===== config.mk =====
export PLATFORM = sky130hd
export DESIGN_NAME = narrow_link_arbiter
export DESIGN_NICKNAME = d
export VERILOG_FILES = /design/src/rtl/narrow_link_arbiter_pkg.sv /design/src/rtl/narrow_link_arbiter_rr_pick.sv /design/src/rtl/narrow_link_arbiter.sv
export SDC_FILE = /design/constraint.sdc
export NUM_CORES = 1
export LEC_CHECK = 0
export CORE_UTILIZATION = 29
export CTS_CLUSTER_SIZE = 40
export DETAILED_ROUTE_END_ITERATION = 6
export GPL_TIMING_DRIVEN = 0
export HOLD_SLACK_MARGIN = 0.03
export PLACE_DENSITY = 0.83
export SLEW_MARGIN = 20
export SYNTH_ARGS = -nofsm -noshare
export SYNTH_HDL_FRONTEND = slang
export SYNTH_SLANG_ARGS = --single-unit

===== constraint.sdc =====
create_clock -name clk -period 2.05 [get_ports clk]
set_input_delay 0.41 -clock clk [delete_from_list [all_inputs] [get_ports clk]]
set_output_delay 0.41 -clock clk [all_outputs]
set_load 0.03 [all_outputs]

===== src/rtl/narrow_link_arbiter_pkg.sv =====
// Shared definitions for the narrow-link arbiter: FSM encoding and width helpers.
package narrow_link_arbiter_pkg;

  // Arbiter FSM encoding
  localparam logic [0:0] ST_IDLE = 1'b0;
  localparam logic [0:0] ST_XFER = 1'b1;

  // Width of an index selecting one of n requesters (at least one bit)
  function automatic int unsigned idx_width(input int unsigned n);
    return (n > 1) ? $clog2(n) : 1;
  endfunction

  // Width of a beat counter spanning 0..len-1 (at least one bit)
  function automatic int unsigned cnt_width(input int unsigned len);
    return (len > 1) ? $clog2(len) : 1;
  endfunction

  // Widths for the default configuration (4 requesters, 16-beat bursts)
  localparam int unsigned GRANT_W_DEF = idx_width(4);
  localparam int unsigned CNT_W_DEF   = cnt_width(16);

endpackage


===== src/rtl/narrow_link_arbiter_rr_pick.sv =====
// Round-robin winner search: first set request at or above the pointer, wrapping to 0.
module rr_pick #(
  parameter int unsigned N = 4,
  parameter int unsigned W = 2
) (
  input  logic [N-1:0] i_req,
  input  logic [W-1:0] i_ptr,
  output logic [W-1:0] o_idx,
  output logic         o_any
);

  logic         w_hi_any;
  logic [W-1:0] w_hi_idx;
  logic         w_lo_any;
  logic [W-1:0] w_lo_idx;

  // Two plain priority scans (at/above pointer, then from 0) replace a rotate-and-mod search
  always_comb begin
    w_hi_any = 1'b0;
    w_hi_idx = '0;
    w_lo_any = 1'b0;
    w_lo_idx = '0;
    for (int unsigned i = 0; i < N; i++) begin
      if (!w_hi_any && i_req[i] && (i >= 32'(i_ptr))) begin
        w_hi_any = 1'b1;
        w_hi_idx = W'(i);
      end
      if (!w_lo_any && i_req[i]) begin
        w_lo_any = 1'b1;
        w_lo_idx = W'(i);
      end
    end
    o_any = w_lo_any;
    o_idx = w_hi_any ? w_hi_idx : w_lo_idx;
  end

endmodule


===== src/rtl/narrow_link_arbiter.sv =====
// Round-robin arbiter granting one narrow requester a fixed-length burst onto a shared link.
module narrow_link_arbiter
  import narrow_link_arbiter_pkg::*;
#(
  parameter int unsigned NUM_REQ    = 4,
  parameter int unsigned DATA_WIDTH = 32,
  parameter int unsigned BURST_LEN  = 16
) (
  input  logic                             clk,
  input  logic                             reset,
  input  logic [NUM_REQ*DATA_WIDTH-1:0]    din,
  input  logic [NUM_REQ-1:0]               vld_in,
  output logic [NUM_REQ-1:0]               rdy_upward,
  output logic [DATA_WIDTH-1:0]            dout,
  output logic                             vld_out,
  input  logic                             rdy_downward,
  output logic [idx_width(NUM_REQ)-1:0]    grant_id,
  output logic                             busy
);

  localparam int unsigned GW = idx_width(NUM_REQ);
  localparam int unsigned CW = cnt_width(BURST_LEN);

  logic [0:0]            r_state;
  logic [GW-1:0]         r_ptr;
  logic [GW-1:0]         r_grant;
  logic [CW-1:0]         r_cnt;

  logic [GW-1:0]         w_pick;
  logic                  w_any;
  logic                  w_xfer;
  logic                  w_src_vld;
  logic                  w_beat;
  logic                  w_last;
  logic [GW-1:0]         w_ptr_next;
  logic [DATA_WIDTH-1:0] w_words [NUM_REQ];

  for (genvar g = 0; g < NUM_REQ; g++) begin : g_unpack
    assign w_words[g] = din[g*DATA_WIDTH +: DATA_WIDTH];
  end

  rr_pick #(
    .N (NUM_REQ),
    .W (GW)
  ) u_pick (
    .i_req (vld_in),
    .i_ptr (r_ptr),
    .o_idx (w_pick),
    .o_any (w_any)
  );

  assign w_xfer     = (r_state == ST_XFER);
  assign w_src_vld  = vld_in[r_grant];
  assign w_beat     = w_xfer && w_src_vld && rdy_downward;
  assign w_last     = (r_cnt == CW'(BURST_LEN - 1));
  assign w_ptr_next = (r_grant == GW'(NUM_REQ - 1)) ? '0 : r_grant + 1'b1;
  assign grant_id   = r_grant;
  assign busy       = w_xfer;

  // Zero-latency datapath: route the owner's word/valid down and ready up while in a burst
  always_comb begin
    dout       = '0;
    vld_out    = 1'b0;
    rdy_upward = '0;
    if (w_xfer) begin
      dout                = w_words[r_grant];
      vld_out             = w_src_vld;
      rdy_upward[r_grant] = rdy_downward;
    end
  end

  // FSM: arbitrate in IDLE, count beats in XFER, advance the pointer past the owner at burst end
  always_ff @(posedge clk) begin
    if (reset) begin
      r_state <= ST_IDLE;
      r_ptr   <= '0;
      r_grant <= '0;
      r_cnt   <= '0;
    end else begin
      case (r_state)
        ST_IDLE: begin
          if (w_any) begin
            r_grant <= w_pick;
            r_cnt   <= '0;
            r_state <= ST_XFER;
          end
        end
        default: begin
          if (w_beat) begin
            if (w_last) begin
              r_state <= ST_IDLE;
              r_ptr   <= w_ptr_next;
            end else begin
              r_cnt <= r_cnt + 1'b1;
            end
          end
        end
      endcase
    end
  end

endmodule


==> results of run 1 <==
[sequential cells by signal, indices dropped and copies added (netlist names)]
register / cells
r_ptr: 2
r_cnt: 4
busy: 1
grant_id: 2
[power groups by stage]
stage          clock, mW  combinational [mW]  sequential (mW)
3_5_place_dp           0               0.798            0.192
5_1_grt            0.220               0.966            0.190
2_1_floorplan          0               0.363            0.197
4_1_cts            0.210               0.886            0.189
3_3_place_gp           0               0.784            0.191
6_report           0.206               0.919            0.189
[final timing paths]
path,endpoint,slack [ns],cells after the start
max,dout[20],-0.09,5
min,r_ptr[0]$_SDFFE_PP0P_,0.52,2
max reg2reg,r_cnt[3]$_SDFFE_PP0P_,0.29,6
min reg2reg,r_ptr[0]$_SDFFE_PP0P_,0.52,2
[cells in the mapped netlist, drive strengths merged]
cell	n	area (sq um)
a221oi	1	8.76
ha	5	62.6
o22a	1	17.5
clkbuf	7	26.3
nand3b	1	7.51
nor3	3	20.0
o211ai	1	7.51
a21boi	1	7.51
dfxtp	9	180
nand3	6	30.0
mux2i	3	37.5
inv	4	15.0
o41ai	1	8.76
nor4	2	12.5
and3	6	37.5
nor2	3	11.3
nor2b	1	6.26
a21oi	7	35.0
nand2b	2	12.5
and2	32	200
or3	1	6.26
or2	1	6.26
and4b	1	10.0
o31ai	1	7.51
nand2	4	15.0
mux4	32	721
a2111oi	1	15.0
o2111ai	1	8.76
a41oi	1	8.76
o22ai	3	32.5
o21ai	1	5.00
buf	6	43.8
[cell type report]
cell class / instances / area, sq um / area share
timing repair buffer: 188 / 1920 / 0.500
multi-input combinational: 123 / 1450 / 0.376
sequential: 9 / 185 / 0.0482
buffer: 13 / 144 / 0.0374
tap: 70 / 87.6 / 0.0228
clock buffer: 4 / 45.0 / 0.0117
inverter: 4 / 15.0 / 0.00391
[routing by layer]
metal / vias to the layer above / GRT usage / part of all wire / wire [microns]
met3: 10 / 0.0643 / 0.083 / 643
met2: 111 / 0.473 / 0.52 / 4050
li1: 984 / - / - / -
met5: - / 0 / 0 / 0
met4: 0 / 0.0500 / 0.015 / 119
met1: 1030 / 0.296 / 0.38 / 2900
[what timing repair did]
action | 4_1_cts | 5_1_grt
gates cloned | 1 | 3
endpoints found under the setup margin | 37 | 31
gates resized for setup | 283 | 15
buffers inserted | 5 | 6
pin swaps | 0 | 0
[cell families after synthesis]
group,Yosys count,share of synthesized area
compound gates,20,0.100
fa+ha+maj,5,0.0385
buf+inv,17,0.0524
flops,9,0.111
mux,35,0.467
simple gates,63,0.231
[critical path, delay by kind of cell (launching register included)]
| family | cells | cell delay, ns |
|---|---|---|
| mux | 1 | 0.50 |
| buf+inv | 3 | 0.45 |
| flops | 1 | 0.38 |
| simple gates | 1 | 0.18 |
[stage by stage]
step                      utilization  power, mW  TNS (ns)
after floorplan                     -      0.560    -0.134
after global placement          0.661      0.975    -15.99
after detailed placement        0.661      0.990    -16.77
after CTS                       0.710       1.29     -2.55
after global routing            0.734       1.38     -3.17
final                           0.734       1.31     -1.76
[cell usage in the layout (no fill, tap or decap), drive strengths merged, types with 2 or more instances in the layout]
cell           count
a21oi              7
and2              32
and3               6
buf               52
clkbuf            14
clkdlybuf4s50    133
dfxtp              9
dlygate4sd2        5
ha                 5
inv                4
mux2i              3
mux4              32
nand2              4
nand2b             2
nand3              6
nor2               3
nor3               3
nor4               2
o22ai              3
==> results.ini, run 1 <==
[run_status]
status = complete, but fails checks
violations = setup timing

[global_routing]
overflow_after_grt = 0
grt_pass1_wl_microns = 11800
grt_antenna_before_repair = 0
grt_start_max_net_pins = 11
grt.total_usage = 0.256
grt_pass1_vias = 2249

[power_and_ir_drop]
power_density_nw_per_um2 = 342
p_switching_mw = 0.427
switching_share = 0.325
clockPowerShare = 0.157
static-leakage-power_nw = 1.49
sequentialPowerShare = 0.144
internal_power_mw = 0.887
comb_power_share = 0.700
ir_worst_vdd_uv = 280

[placed_design]
total_of_buffers_placed_on_input_and_output_ports = 174
pre_cts_slack_ns = -0.534
gp_routability_congestion = 0.813
placed_area_sq_um = 3460
post-dp-hpwl_microns = 6050
placed_cells = 393

[route]
detailedRoute.firstPassIterationCount = 4
postRouteAntennaNets = 0
routed_wire_length_per_instance_microns = 18.8
drt-initial-drc-count = 50
totalWireLength_microns = 7710
via_count = 2135
routed_via_count_divided_by_cell_count = 5.19
route.detailed.drc = 0

[cts]
clk-insertion-delay-late_ns = 0.23
total_clock_sinks = 9
ctsRootBufferMaster = clkbuf_8
cts_buffers = 3
cts_hold_buf = 0
clock_tree_from_tritoncts = done
htree_num_levels = 1
clk_transition_reported_paths_ns = 0.04
clock_path_buffers = 2

[die]
core.rowCount = 26
design.core.area_sq_um = 5240
die_w_microns = 76.8
boundaryPins = 175
die_y_microns = 76.8
floorplan.initialDensity = 0.310
die_area_sq_um = 5900

[setup_path]
setup.worst_path.end_class = primary output
worstSetupStartpoint = grant_id[0]$_SDFFE_PP0P_
critical_path.startpoint_type = flip-flop
critical-path-max-stage-delay_ns = 0.50
data_required_time_at_the_worst_endpoint_ns = 1.64
critical_path_peak_fanout = 8
crit_arrival_ns = 1.73
criticalPathCategory = flip-flop to primary output
path_cells = buf_12 > clkbuf_16 > mux4_2 > and2_4 > buf_6
regToRegStartpoint = grant_id[1]$_SDFFE_PP0P_
critical-path-slowest-cell = mux4_2

[sta]
timing_max_transition_violations_final = 0
worst_pin_slew_ns = 0.426
rsz0062_at_grt = yes
hold_slack_ns = 0.520
final_worst_setup_slack_ns = -0.0938
finalWorstPathRequiredPeriod_ns = 2.14
timing_hold_violations_final = 0
slew_headroom = 0.714
max_clock_freq_mhz = 466
worst_clock_skew_ns = 0.00126
report.final.setup_viol = 28
period_share = 1.05

[finish]
instances_no_fill = 411
antennaDiodeCount = 0
num-fill-cells = 386
finalNetCount = 482
post-route-cell-area_sq_um = 3840
final_layout_size_suffix_gt1_frac = 0.384
area_growth_from_synthesis_to_layout_pct = 137

[logic_synthesis]
synth.distinct_cells = 37
ys_ff_latch = 9
syn-num-nets = 289
cells_after_synthesis = 149
synth-warning-count = 0
syn_area_sq_um = 1620
syn-mean-instance-area_sq_um = 10.9
ys_seq_area_frac = 0.111

[min_path]
hold_path_class = flip-flop to flip-flop
timing.hold.worst.start = r_ptr[0]$_SDFFE_PP0P_

[run]
drv_cap = 0

Power figures use the tool's default switching activity.
==> inputs of run 2 (changes only) <==
- CTS_CLUSTER_DIAMETER: unset -> 120
- REMOVE_ABC_BUFFERS: unset -> 1
==> run 2 against run 1 <==
The flow still finishes with violations (setup timing); sequential power rose by 7%; setup slack got worse by 0.026 ns; clock power grew 2%; die area did not move.
==> results.ini, run 2 (synthesis gave the netlist of run 1 again) <==
[power_and_ir_drop]
p_switching_mw = 0.424  ; -0.60%
power_density_nw_per_um2 = 344  ; +0.72%
ir_worst_vdd_uv = 338  ; +21%
switching_share = 0.335  ; +0.0106
total_power_mw = 1.26  ; -3.7%
static-leakage-power_nw = 1.42  ; -4.9%
sequentialPowerShare = 0.160  ; +0.016
comb_power_share = 0.673  ; -0.027
clockPowerShare = 0.167  ; +0.010
internal_power_mw = 0.840  ; -5.2%

[sta]
timing_hold_violations_final = 0  ; unchanged
slew_headroom = 0.673  ; -0.0411
worst_pin_slew_ns = 0.487  ; +0.0610 ns
timing_max_transition_violations_final = 0  ; unchanged
final_worst_setup_slack_ns = -0.120  ; -0.0263 ns
finalWorstPathRequiredPeriod_ns = 2.17  ; +0.0263 ns
max_clock_freq_mhz = 461  ; -1.2%
rsz0062_at_grt = yes
worst_clock_skew_ns = 0.00558  ; +0.00431 ns
period_share = 1.06  ; +0.0128
report.final.setup_viol = 23  ; -18%

[setup_path]
worst-path-buf-inv = 3  ; unchanged
critical-path-top-delay-family = multiplexers
regToRegStartpoint = grant_id[0]$_SDFFE_PP0P_
critical_path.startpoint_type = flip-flop
setup.worst_path.end_class = primary output
criticalPathCategory = flip-flop to primary output
path_cells = buf_12 > buf_6 > mux4_2 > and2_4 > buf_6
reg2reg_setup_slack_ns = 0.19  ; -0.10 ns
critical-path-slowest-cell = mux4_2
crit_arrival_ns = 1.76  ; +0.03 ns
critical-path-top-cell-by-count = buf_6
rr_worst_depth = 7  ; +1
critical_path_peak_fanout = 10  ; +2
reg2reg_end = r_cnt[3]$_SDFFE_PP0P_
data_required_time_at_the_worst_endpoint_ns = 1.64  ; about the same
critical-path-max-stage-delay_ns = 0.52  ; +0.02 ns

[global_routing]
grt.total_usage = 0.276  ; +0.0193
grt_antenna_before_repair = 0  ; unchanged
overflow_after_grt = 0  ; unchanged
grt_pass1_wl_microns = 12300  ; +4.6%
grt_pass1_vias = 2216  ; -1.5%
grt_start_max_net_pins = 45  ; +34

[run_status]
status = complete, but fails checks
violations = setup timing

[finish]
num-fill-cells = 409  ; +6.0%
finalNetCount = 471  ; -2.3%
largest_register_ff_count = 4  ; unchanged
mostFrequentLayoutCells = 133 x clkdlybuf4s50_1, 32 x mux4_2, 19 x buf_6, 17 x and2_4, 16 x buf_2
multi_input_comb_area_sq_um = 1420  ; -1.9%
largest_register = r_cnt
layout.cells.most_common = clkdlybuf4s50_1
area_growth_from_synthesis_to_layout_pct = 126
final_layout_size_suffix_gt1_frac = 0.342  ; -0.0417
fraction_of_the_core_area_covered_by_cells_at_the_end_of_the_flow = 0.701  ; -0.0325
antennaDiodeCount = 0  ; unchanged
seqCellArea_sq_um = 191  ; +3.4%

[cts]
ctsRootBufferMaster = clkbuf_8
cts_buffers = 3  ; unchanged
total_clock_sinks = 9  ; unchanged
clk_transition_reported_paths_ns = 0.05  ; about the same
clock_path_buffers = 2  ; unchanged
clock_tree_from_tritoncts = done
cts_hold_buf = 0  ; unchanged
clk-insertion-delay-late_ns = 0.24  ; about the same
htree_num_levels = 1  ; unchanged

[route]
postRouteAntennaNets = 0  ; unchanged
drt-initial-drc-count = 65  ; +30%
via_count = 2095  ; -1.9%
routed_wire_length_per_instance_microns = 20.8  ; +11%
route.detailed.drc = 0  ; unchanged
totalWireLength_microns = 8330  ; +8.0%
routed_via_count_divided_by_cell_count = 5.24  ; +0.82%
detailedRoute.firstPassIterationCount = 4  ; unchanged

[die]
floorplan.initialDensity = 0.310  ; unchanged
die_y_microns = 76.8  ; unchanged
die_area_sq_um = 5900  ; unchanged
design.core.area_sq_um = 5240  ; unchanged
core.rowCount = 26  ; unchanged
die_w_microns = 76.8  ; unchanged
boundaryPins = 175  ; unchanged

[placed_design]
post-dp-hpwl_microns = 6170  ; +2.0%
gp_routability_congestion = 0.802  ; -1.3%
total_of_buffers_placed_on_input_and_output_ports = 174  ; unchanged

[min_path]
timing.hold.worst_endpoint = r_ptr[0]$_SDFFE_PP0P_
timing.hold.worst.start = r_ptr[0]$_SDFFE_PP0P_
hold_path_class = flip-flop to flip-flop
timing.hold.worst_path_depth = 2  ; unchanged

[run]
drv_cap = 0  ; unchanged

==> run 2: cell types whose count changed in the layout (fill, tap and decap cells not counted), sizes merged <==
cell | previous run | this run
buf | 52 | 48
clkdlybuf4s15 | 1 | 2
clkbuf | 14 | 6
bufbuf | 0 | 1
dlygate4sd2 | 5 | 3
dlymetal6s2s | 0 | 1
==> run 2: area by class of cell <==
| type | count | area share |
|---|---|---|
| inverters | 4 | 0.00409 |
| multi-input cells | 123 | 0.386 |
| flip-flops and latches | 9 | 0.0521 |
| repair buffers | 190 | 0.521 |
| well taps | 70 | 0.0239 |
| clock buffers | 4 | 0.0123 |
==> run 2: what timing repair did <==
item,CTS,global route
buffers inserted,9,4
resized for setup,207,35
cloned,2,0
endpoints found under the setup margin,41,37
==> run 2: how the worst max path moves through the flow <==
stage	start	end	slack, ns	cells past startpoint
final	grant_id[0]$_SDFFE_PP0P_	dout[28]	-0.12	5
after global routing	grant_id[0]$_SDFFE_PP0P_	dout[28]	-0.15	5
after CTS	grant_id[0]$_SDFFE_PP0P_	dout[17]	-0.22	4
after detailed placement	grant_id[0]$_SDFFE_PP0P_	dout[25]	-0.59	3
after global placement	grant_id[0]$_SDFFE_PP0P_	dout[7]	-1.89	3
after floorplan	grant_id[0]$_SDFFE_PP0P_	r_cnt[3]$_SDFFE_PP0P_	-1.06	4
==> run 2: power groups by stage <==
| stage | registers, mW | logic, mW | clock network, mW |
|---|---|---|---|
| final | 0.203 | 0.851 | 0.211 |
| after global placement | 0.241 | 0.724 | 0 |
| after detailed placement | 0.225 | 0.754 | 0 |
| after floorplan | 0.229 | 0.319 | 0 |
| after CTS | 0.201 | 0.824 | 0.215 |
| after global routing | 0.204 | 0.889 | 0.221 |
==> run 2: worst register-to-register path, stage by stage (launching register included) <==
cell       delay [ns]
dfxtp_4          0.38
buf_12           0.14
buf_16           0.13
buf_4            0.13
nand3b_1         0.23
o22ai_4          0.25
a41oi_1          0.17
a2111oi_2        0.33
==> run 2: metal layers <==
layer	track usage	up-vias	wire length [microns]
li1	-	961	-
met1	0.287	1000	3010
met2	0.513	107	4330
met3	0.0750	27	641
met4	0.117	0	340
met5	0	-	0
==> run 2: per-stage QoR <==
step / hold WS (ns) / setup slack, ns / instances / TNS (ns) / instance area, sq um
2_1_floorplan: 0.469 / -1.06 / 136 / -44.57 / 1550
3_3_place_gp: 0.515 / -1.89 / 380 / -79.87 / 3380
3_5_place_dp: 0.518 / -0.590 / 381 / -19.59 / 3410
4_1_cts: 0.522 / -0.223 / 396 / -1.09 / 3610
5_1_grt: 0.547 / -0.150 / 400 / -2.04 / 3670
6_report: 0.527 / -0.120 / 400 / -0.783 / 3670
